File: config.mk
export PLATFORM = sky130hd
export DESIGN_NAME = seconds_bcd_timebase
export DESIGN_NICKNAME = d
export VERILOG_FILES = /design/src/rtl/seconds_bcd_timebase.sv
export SDC_FILE = /design/constraint.sdc
export NUM_CORES = 1
export LEC_CHECK = 0
export ABC_AREA = 1
export ABC_CLOCK_PERIOD_IN_PS = 1700
export CORE_MARGIN = 1
export CORE_UTILIZATION = 59
export CTS_CLUSTER_DIAMETER = 120
export CTS_CLUSTER_SIZE = 8
export DETAILED_ROUTE_END_ITERATION = 16
export PLACE_DENSITY = 0.8
export SLEW_MARGIN = 20
export SYNTH_ARGS = -nofsm -noshare
export SYNTH_HDL_FRONTEND = slang
export SYNTH_SLANG_ARGS = --single-unit
File: constraint.sdc
create_clock -name clk -period 1.7 [get_ports clk]
set_input_delay 0.34 -clock clk [delete_from_list [all_inputs] [get_ports clk]]
set_output_delay 0.34 -clock clk [all_outputs]
set_load 0.02 [all_outputs]
File: src/rtl/seconds_bcd_timebase.sv
// rtl/seconds_bcd_timebase.sv - 1 Hz prescaler and two-digit BCD seconds counter
// Optional alarm compare enabled by defining SEC_ALARM_EN.
module seconds_bcd_timebase #(
  parameter int CLK_HZ  = 10000000,
  parameter int PRE_W   = 24,
  parameter int SEC_MOD = 60
) (
  input  logic       clk,
  input  logic       rst_n,
  input  logic       ena,
  input  logic       run,
  input  logic       clear,
  output logic       tick,
  output logic       wrap,
  output logic [3:0] sec_ones,
  output logic [3:0] sec_tens
`ifdef SEC_ALARM_EN
  ,
  input  logic       alarm_set,
  input  logic [7:0] alarm_bcd,
  output logic       alarm_flag
`endif
);

  if (SEC_MOD < 2 || SEC_MOD > 100) begin : g_bad_mod
    $error("seconds_bcd_timebase: SEC_MOD must be in 2..100");
  end
  if (CLK_HZ < 2) begin : g_bad_clk
    $error("seconds_bcd_timebase: CLK_HZ must be at least 2");
  end
  if ((64'(1) << PRE_W) < 64'(CLK_HZ)) begin : g_bad_pre
    $error("seconds_bcd_timebase: PRE_W too narrow for CLK_HZ");
  end

  localparam logic [PRE_W-1:0] PRE_LAST  = PRE_W'(CLK_HZ - 1);
  localparam logic [3:0]       LAST_TENS = 4'((SEC_MOD - 1) / 10);
  localparam logic [3:0]       LAST_ONES = 4'((SEC_MOD - 1) % 10);

  logic [PRE_W-1:0] pre_q, pre_d;
  logic [3:0]       ones_q, ones_d;
  logic [3:0]       tens_q, tens_d;
  logic             tick_q, tick_d;
  logic             wrap_q, wrap_d;

`ifdef SEC_ALARM_EN
  logic [7:0] latch_q, latch_d;
  logic       armed_q, armed_d;
  logic       flag_q, flag_d;
`endif

  always_comb begin
    pre_d  = pre_q;
    ones_d = ones_q;
    tens_d = tens_q;
    tick_d = 1'b0;
    wrap_d = 1'b0;
`ifdef SEC_ALARM_EN
    latch_d = latch_q;
    armed_d = armed_q;
    flag_d  = flag_q;
`endif
    if (ena) begin
      if (clear) begin
        pre_d  = '0;
        ones_d = 4'd0;
        tens_d = 4'd0;
`ifdef SEC_ALARM_EN
        latch_d = 8'h00;
        armed_d = 1'b0;
        flag_d  = 1'b0;
`endif
      end else begin
        if (run) begin
          if (pre_q == PRE_LAST) begin
            pre_d  = '0;
            tick_d = 1'b1;
            if (tens_q == LAST_TENS && ones_q == LAST_ONES) begin
              ones_d = 4'd0;
              tens_d = 4'd0;
              wrap_d = 1'b1;
            end else if (ones_q == 4'd9) begin
              ones_d = 4'd0;
              tens_d = tens_q + 4'd1;
            end else begin
              ones_d = ones_q + 4'd1;
            end
          end else begin
            pre_d = pre_q + PRE_W'(1);
          end
        end
`ifdef SEC_ALARM_EN
        // A fresh set takes precedence over a match on the same edge.
        if (alarm_set) begin
          latch_d = alarm_bcd;
          armed_d = 1'b1;
          flag_d  = 1'b0;
        end else if (tick_d && armed_q && ({tens_d, ones_d} == latch_q)) begin
          flag_d  = 1'b1;
          armed_d = 1'b0;
        end
`endif
      end
    end
  end

  always_ff @(posedge clk or negedge rst_n) begin
    if (!rst_n) begin
      pre_q  <= '0;
      ones_q <= 4'd0;
      tens_q <= 4'd0;
      tick_q <= 1'b0;
      wrap_q <= 1'b0;
    end else begin
      pre_q  <= pre_d;
      ones_q <= ones_d;
      tens_q <= tens_d;
      tick_q <= tick_d;
      wrap_q <= wrap_d;
    end
  end

`ifdef SEC_ALARM_EN
  always_ff @(posedge clk or negedge rst_n) begin
    if (!rst_n) begin
      latch_q <= 8'h00;
      armed_q <= 1'b0;
      flag_q  <= 1'b0;
    end else begin
      latch_q <= latch_d;
      armed_q <= armed_d;
      flag_q  <= flag_d;
    end
  end

  assign alarm_flag = flag_q;
`endif

  assign tick     = tick_q;
  assign wrap     = wrap_q;
  assign sec_ones = ones_q;
  assign sec_tens = tens_q;

endmodule
==> results of run 1 <==
## final cells by class
class / instances / area, sq um
Tap cell: 46 / 57.6
Clock inverter: 3 / 68.8
Sequential cell: 34 / 851
Clock buffer: 5 / 68.8
Timing Repair Buffer: 32 / 278
Fill cell: 262 / 767
Inverter: 34 / 128
Multi-Input combinational cell: 238 / 1250
## logic make-up after synthesis
logic type      synth area share (%)
buf+inv                         6.88
xor+xnor                        2.77
compound gates                  4.91
flops                           38.4
fa+ha+maj                       2.82
simple gates                    44.2
## cells in the mapped netlist, types with 6 or more instances
cell     count
o21ai_1      6
dfrtp_1     34
nand4_1     10
nor2_1      49
a21oi_1      7
inv_1       33
nor2_2      11
xor2_1       6
nand2_1     88
nand3_1     22
## power by group through the flow
stage | combinational [mW] | sequential, mW | clock (mW)
CTS | 0.274 | 0.881 | 0.919
global route | 0.314 | 0.888 | 0.956
floorplan | 0.121 | 0.924 | 0
detailed placement | 0.283 | 0.898 | 0
finish | 0.284 | 0.882 | 0.914
global placement | 0.273 | 0.897 | 0
## worst register-to-register path: stages, from the launching register on
cell	delay [ns]
dfrtp_1	0.39
ha_1	0.22
nand2_2	0.10
inv_2	0.09
nand2_1	0.06
nor2_1	0.12
nand3_1	0.14
nand2_4	0.14
nand2_4	0.11
nand2_1	0.08
o21ai_1	0.06
## metal layers
| layer | vias to the layer above | track usage (%) | part of all wire, % |
|---|---|---|---|
| li1 | 1061 | - | - |
| met1 | 1012 | 43.2 | 46 |
| met2 | 58 | 48.4 | 47 |
| met3 | 7 | 5.62 | 5.2 |
| met4 | 0 | 6.53 | 1.4 |
| met5 | - | 0 | 0 |
## worst paths after layout
kind / slack, ns / startpoint / cells past startpoint / to
max: 0.07 / sec_ones[1]$_DFFE_PN0P_ / 1 / sec_ones[1]
min: 0.46 / rst_n / 2 / pre_q[14]$_DFFE_PN0P_
min reg2reg: 0.54 / pre_q[23]$_DFFE_PN0P_ / 2 / pre_q[23]$_DFFE_PN0P_
max in group asynchronous: 0.94 / rst_n / 2 / sec_ones[1]$_DFFE_PN0P_
min in group clk: 0.54 / pre_q[23]$_DFFE_PN0P_ / 2 / pre_q[23]$_DFFE_PN0P_
max reg2reg: 0.09 / pre_q[1]$_DFFE_PN0P_ / 10 / sec_ones[2]$_DFFE_PN0P_
## through the flow
step	TNS [ns]	power, mW	worst slack [ns]	cell area (sq um)
6_report	0	2.08	0.0680	2700
4_1_cts	0	2.07	0.0121	2640
3_5_place_dp	-0.525	1.18	-0.149	2500
2_1_floorplan	0	1.04	0.180	2220
3_3_place_gp	-0.118	1.17	-0.0475	2500
5_1_grt	-0.0120	2.16	-0.00664	2700
## sequential cells by signal, summed over array words and instances, names as in the netlist
name,cells
pre_q,24
sec_ones,4
sec_tens,4
tick,1
wrap,1
## what timing repair did
action	CTS	global route
resized for setup	4	11
pin swaps	0	1
endpoints found under the setup margin	4	19
setup buffers	0	3
==> impl_results.md, run 1 <==
- Status: complete, no violations
- Final period utilization: 96.0%
- Core Rows: 21
- Final hold vios: 0
- Synth area leaders: dfrtp_1 38%, nand2_1 15%, nor2_1 8.3%, inv_1 5.6%, nand3_1 5.0%
- First-pass GRT wire length: 9.47 mm
- Gr ovfl total: 0
- Starting DRT DRC Count: 256
- Nets@finish: 355
- Clock latency on the worst-skew pair: 0.29 ns
- P_sw: 0.539 mW
- CTS clk-pin slew, worst paths: 0.07 ns
- CTS Buffer Depth: 2
- Worst vdd ir: 0.000692 V
- Power share of the clock group: 44.0%
- Vias in the first global route: 2023
- Mapped Avg Cell Area: 7.20 sq um
- Net Sw Frac: 25.9%
- Final Max Slew Viols: 0
- Skew final: 0.00304 ns
- Mapped Area: 2220 sq um
- CTS H-tree lvls: 2
- Mapped Cells: 308
- Yosys reg bits: 34
- Final wirelength: 5.57 mm
- Residual DRC: 0
- Fmax: 613 MHz
- Yosys top cell by area: dfrtp_1
- Starting Density: 63.9%
- # diodes: 0
- Yosys warning total: 0
- Hold Worst Slack: 0.458 ns
- Worst path bufs/invs: 1
- Clk root buf: clkbuf_8
- Die W: 63.3 um
- Port bufs: 14
- CTS tree: done
- Drt pass-1 iters: 4
- Reg power frac: 42.4%
- WL per Instance: 14.2 um
- Layout cells sized above 1: 17.3%
- Most frequent cells in the layout: 87 x nand2_1, 49 x nor2_1, 34 x dfrtp_1
- # clock sinks: 34
- Slowest stage delay, CP: 0.62 ns
- Routed via count: 2138
- CP endpoint kind: primary output
- Via density: 5.45
- CP top delay family: buffers and inverters
- Pwr dens: 770 nW/um^2
- Antenna violations before repair: 0
- Most common cell after layout, fill and taps aside: nand2_1
- Leak pwr: 1.28 nW
- Placed cell count: 381
- I/O pin count: 15
- Mapped Nets: 318
- Largest net degree at the start of global routing: 35
- Fin crit period: 1.63 ns
- Fin cells: 392
- Critical path startpoint category: flip-flop
- Cts hold-fix bufs: 0
- GPL Wtd Cong: 0.913
- P_int: 1.54 mW
- Slowest cell on the critical path: clkdlybuf4s50_1
- Yosys top cell area share: 38.4%
- Cts bufs inserted: 5
- Asr flop ratio synth: 100%
- Core Util, Final: 77.9%
- Cell chain of the critical path: clkdlybuf4s50_1
- ANT nets after route: 0
- Crit path kind: reg2out
- Synthesis-to-layout area growth: 21.8%
- Full die area: 4010 sq um
- WP data required: 1.36 ns
- Crit-path max FO: 4
- Hpwl dp: 3.97 mm
- Number of max-cap violations: 0
- Combinational fraction of design power: 13.6%
- Post-synthesis sequential area ratio: 38.4%
- Top_reg_cell synth: dfrtp_1
- Tot GR Track Use: 30.5%
- Post-synth EDFFs: 0
- Die Ht: 63.3 um
- Worst EP arrival: 1.29 ns
- Hold/Removal Path Class: in2async
- Max_slew headroom: 71.3%
- Core area: 3470 sq um
- Cell variety after synth: 30
- Worst slew pin tran: 0.431 ns
- Final setup viols: 0
Note: power is estimated with default switching activity, not from simulation.
==> run 2, diff against run 1 <==
--- a/config.mk
+++ b/config.mk
@@ -5,14 +5,14 @@
 export SDC_FILE = /design/constraint.sdc
 export NUM_CORES = 1
 export LEC_CHECK = 0
-export ABC_AREA = 1
 export ABC_CLOCK_PERIOD_IN_PS = 1700
+export CORE_ASPECT_RATIO = 2
 export CORE_MARGIN = 1
-export CORE_UTILIZATION = 59
+export CORE_UTILIZATION = 58
 export CTS_CLUSTER_DIAMETER = 120
 export CTS_CLUSTER_SIZE = 8
 export DETAILED_ROUTE_END_ITERATION = 16
-export PLACE_DENSITY = 0.8
+export PLACE_DENSITY = 0.79
 export SLEW_MARGIN = 20
 export SYNTH_ARGS = -nofsm -noshare
 export SYNTH_HDL_FRONTEND = slang
==> run 2 against run 1 <==
The flow now finishes with violations (setup timing). Non-clock buffer count rose by 49. Hold slack got worse by 0.010 ns. Clock power is 28% lower. Critical path depth rose by 5. Fmax is 21% lower. Final cell count down 18%. Clock skew increased by 0.0069 ns. Global-route usage is 14 points higher. Critical path type is now reg2reg. Critical endpoint is now sec_tens[3]$_DFFE_PN0P_. Largest power group is now registers.
==> impl_results.md, run 2 <==
- WL per Instance: 26.9 um (was 14.2 um)
- Mapped Nets: 219 (was 318)
- Placed instance area: 2580 sq um (was 2500 sq um)
- Yosys top cell by area: dfrtp_1 (unchanged)
- Count leader, synth: dfrtp_1 (was nand2_1)
- Worst EP arrival: 2.24 ns (was 1.29 ns)
- Yosys top cell area share: 43.8% (was 38.4%)
- Mapped Area: 1940 sq um (was 2220 sq um)
- Total negative slack: -8.42 ns (was 0 ns)
- Core Util, Final: 93.5% (was 77.9%)
- Most common cell after layout, fill and taps aside: buf_4 (was nand2_1)
- Die Ht: 83.8 um (was 63.3 um)
- Fin cells: 321 (was 392)
- Asr flop ratio synth: 100% (unchanged)
- Antenna violations before repair: 0 (unchanged)
- Routed via count: 2376 (was 2138)
- Total Power: 1.93 mW (was 2.08 mW)
- Final hold vios: 0 (unchanged)
- Worst slack at placement: -0.239 ns (was -0.149 ns)
- Core area: 3190 sq um (was 3470 sq um)
- ANT nets after route: 0 (unchanged)
- Final instance area: 2980 sq um (was 2700 sq um)
- Status: complete, but fails checks (was complete, no violations)
- Worst vdd ir: 0.000674 V (was 0.000692 V)
- RSZ-0062 raised after global routing: true
- Skew final: 0.00998 ns (was 0.00304 ns)
- Mapped Cells: 209 (was 308)
- Final setup viols: 33 (was 0)
- Number of max-cap violations: 0 (unchanged)
- Die W: 42.9 um (was 63.3 um)
- First-pass GRT wire length: 11.8 mm (was 9.47 mm)
- Synth area leaders: dfrtp_1 44%, nor2_1 5.6%, nand3_1 4.9%, xor2_1 4.5%, ha_1 3.2% (was dfrtp_1 38%, nand2_1 15%, nor2_1 8.3%, inv_1 5.6%, nand3_1 5.0%)
- Via density: 7.40 (was 5.45)
- Most frequent cells in the layout: 56 x buf_4, 34 x dfrtp_1, 19 x nand3_1 (was 87 x nand2_1, 49 x nor2_1, 34 x dfrtp_1)
- Yosys warning total: 0 (unchanged)
- # diodes: 0 (unchanged)
- Layout cells sized above 1: 42.8% (was 17.3%)
- Hold Worst Slack: 0.448 ns (was 0.458 ns)
- Cell variety after synth: 46 (was 30)
- Pwr dens: 645 nW/um^2 (was 770 nW/um^2)
- Drt pass-1 iters: 6 (was 4)
- Starting DRT DRC Count: 267 (was 256)
- Hpwl dp: 4.28 mm (was 3.97 mm)
- Post-synthesis sequential area ratio: 43.8% (was 38.4%)
- Fin crit period: 2.06 ns (was 1.63 ns)
- Yosys reg bits: 34 (unchanged)
- Port bufs: 14 (unchanged)
- Gr ovfl total: 0 (unchanged)
- WP data required: 1.88 ns (was 1.36 ns)
- GPL Wtd Cong: 0.952 (was 0.913)
- # clock sinks: 34 (unchanged)
- Starting Density: 60.8% (was 63.9%)
- Top_reg_cell synth: dfrtp_1 (unchanged)
- Full die area: 3600 sq um (was 4010 sq um)
- Residual DRC: 0 (unchanged)
- Largest net degree at the start of global routing: 35 (unchanged)
- Fmax: 486 MHz (was 613 MHz)
- Min setup slack post-route: -0.359 ns (was 0.0680 ns)
- Leak pwr: 1.40 nW (was 1.28 nW)
- Crit path kind: reg2reg (was reg2out)
- Synthesis-to-layout area growth: 53.8% (was 21.8%)
- Max_slew headroom: 67.8% (was 71.3%)
- Commonest cells post-synth: 34 x dfrtp_1, 29 x nor2_1, 19 x nand3_1 (was 88 x nand2_1, 49 x nor2_1, 34 x dfrtp_1)
- Clk root buf: clkbuf_8 (unchanged)
- I/O pin count: 15 (unchanged)
- Vias in the first global route: 2393 (was 2023)
- Clock latency on the worst-skew pair: 0.30 ns (was 0.29 ns)
- Final Max Slew Viols: 0 (unchanged)
- CP endpoint kind: flip-flop (was primary output)
- CTS clk-pin slew, worst paths: 0.08 ns (was 0.07 ns)
- Placed cell count: 306 (was 381)
- Most flops, register: pre_q (unchanged)
- Tot GR Track Use: 44.3% (was 30.5%)
- CTS tree: done (unchanged)
- Failing checks: setup timing
- Hold/Removal Path Class: in2async (unchanged)
- Nets@finish: 299 (was 355)
- Post-synth EDFFs: 0 (unchanged)
- CTS H-tree lvls: 2 (unchanged)
- Final wirelength: 8.62 mm (was 5.57 mm)
- Mapped Avg Cell Area: 9.29 sq um (was 7.20 sq um)
- Crit-path max FO: 3 (was 4)
- Critical path startpoint category: flip-flop (unchanged)
- Worst slew pin tran: 0.479 ns (was 0.431 ns)
- Core Rows: 29 (was 21)
- Final period utilization: 121% (was 96.0%)
- R2R setup slack: -0.36 ns (was 0.09 ns)
- Largest register FFs: 24 (unchanged)
- CTS Buffer Depth: 2 (unchanged)
- Cts hold-fix bufs: 0 (unchanged)
- Cts bufs inserted: 5 (unchanged)
run 2: changes by cell type in the layout (fill, tap and decap cells not counted), sizes merged, moves of 5 or more:
cell   before  now
nand2      95   13
buf        18   67
nor2       63   29
inv        34   10
a21oi       9    3
a31oi       0    6
nand3      25   19
nor4        1    7
and3        0    5
xnor2       1    6
run 2: worst max-delay path, stage by stage (launching register included):
cell and delay, ns:
dfrtp_1 0.47, nor4b_2 0.43, nand3_1 0.17, buf_6 0.18, nor4_4 0.30, mux2i_1 0.27, o21ai_1 0.11
run 2: worst paths after layout:
kind,start,to,depth (start not counted)
worst max-delay path,pre_q[7]$_DFFE_PN0P_,sec_tens[3]$_DFFE_PN0P_,6
min in group clk,pre_q[23]$_DFFE_PN0P_,pre_q[23]$_DFFE_PN0P_,2
worst max register to register,pre_q[7]$_DFFE_PN0P_,sec_tens[3]$_DFFE_PN0P_,6
worst min register to register,pre_q[23]$_DFFE_PN0P_,pre_q[23]$_DFFE_PN0P_,2
worst min-delay path,rst_n,pre_q[3]$_DFFE_PN0P_,2
max in group asynchronous,rst_n,sec_tens[0]$_DFFE_PN0P_,2
run 2: layout make-up:
cell class              instances  area (sq um)
multi-input cells             157          1270
flip-flops and latches         34           851
repair buffers                 81           694
fillers                       107           209
clock buffers                   7          86.3
well taps                      31          38.8
inverters                      10          37.5
clock inverters                 1          5.00
run 2: power by group:
group / switching [mW] / internal (mW) / total [mW]
clock network: 0.332 / 0.327 / 0.659
registers: 0.0559 / 0.844 / 0.900
logic: 0.204 / 0.162 / 0.366
run 2: what timing repair did:
| action | in CTS | in global routing |
|---|---|---|
| pin swaps | 13 | 7 |
| buffers inserted | 4 | 3 |
| setup endpoints to repair | 33 | 37 |
| gates cloned | 1 | 0 |
| gates resized for setup | 45 | 24 |
run 2: logic make-up after synthesis:
logic type | share of synthesized area (%)
compound gates | 10.4
xor+xnor | 7.22
fa+ha+maj | 3.22
buf+inv | 3.93
flops | 43.8
mux | 1.55
simple gates | 29.8
run 2: routing by layer:
layer / wire, um / track usage, % / part of all wire, %
met1: 2560 / 42.0 / 30
met2: 4310 / 78.4 / 50
met3: 821 / 9.31 / 9.5
met4: 928 / 32.1 / 11
met5: 0 / 0 / 0
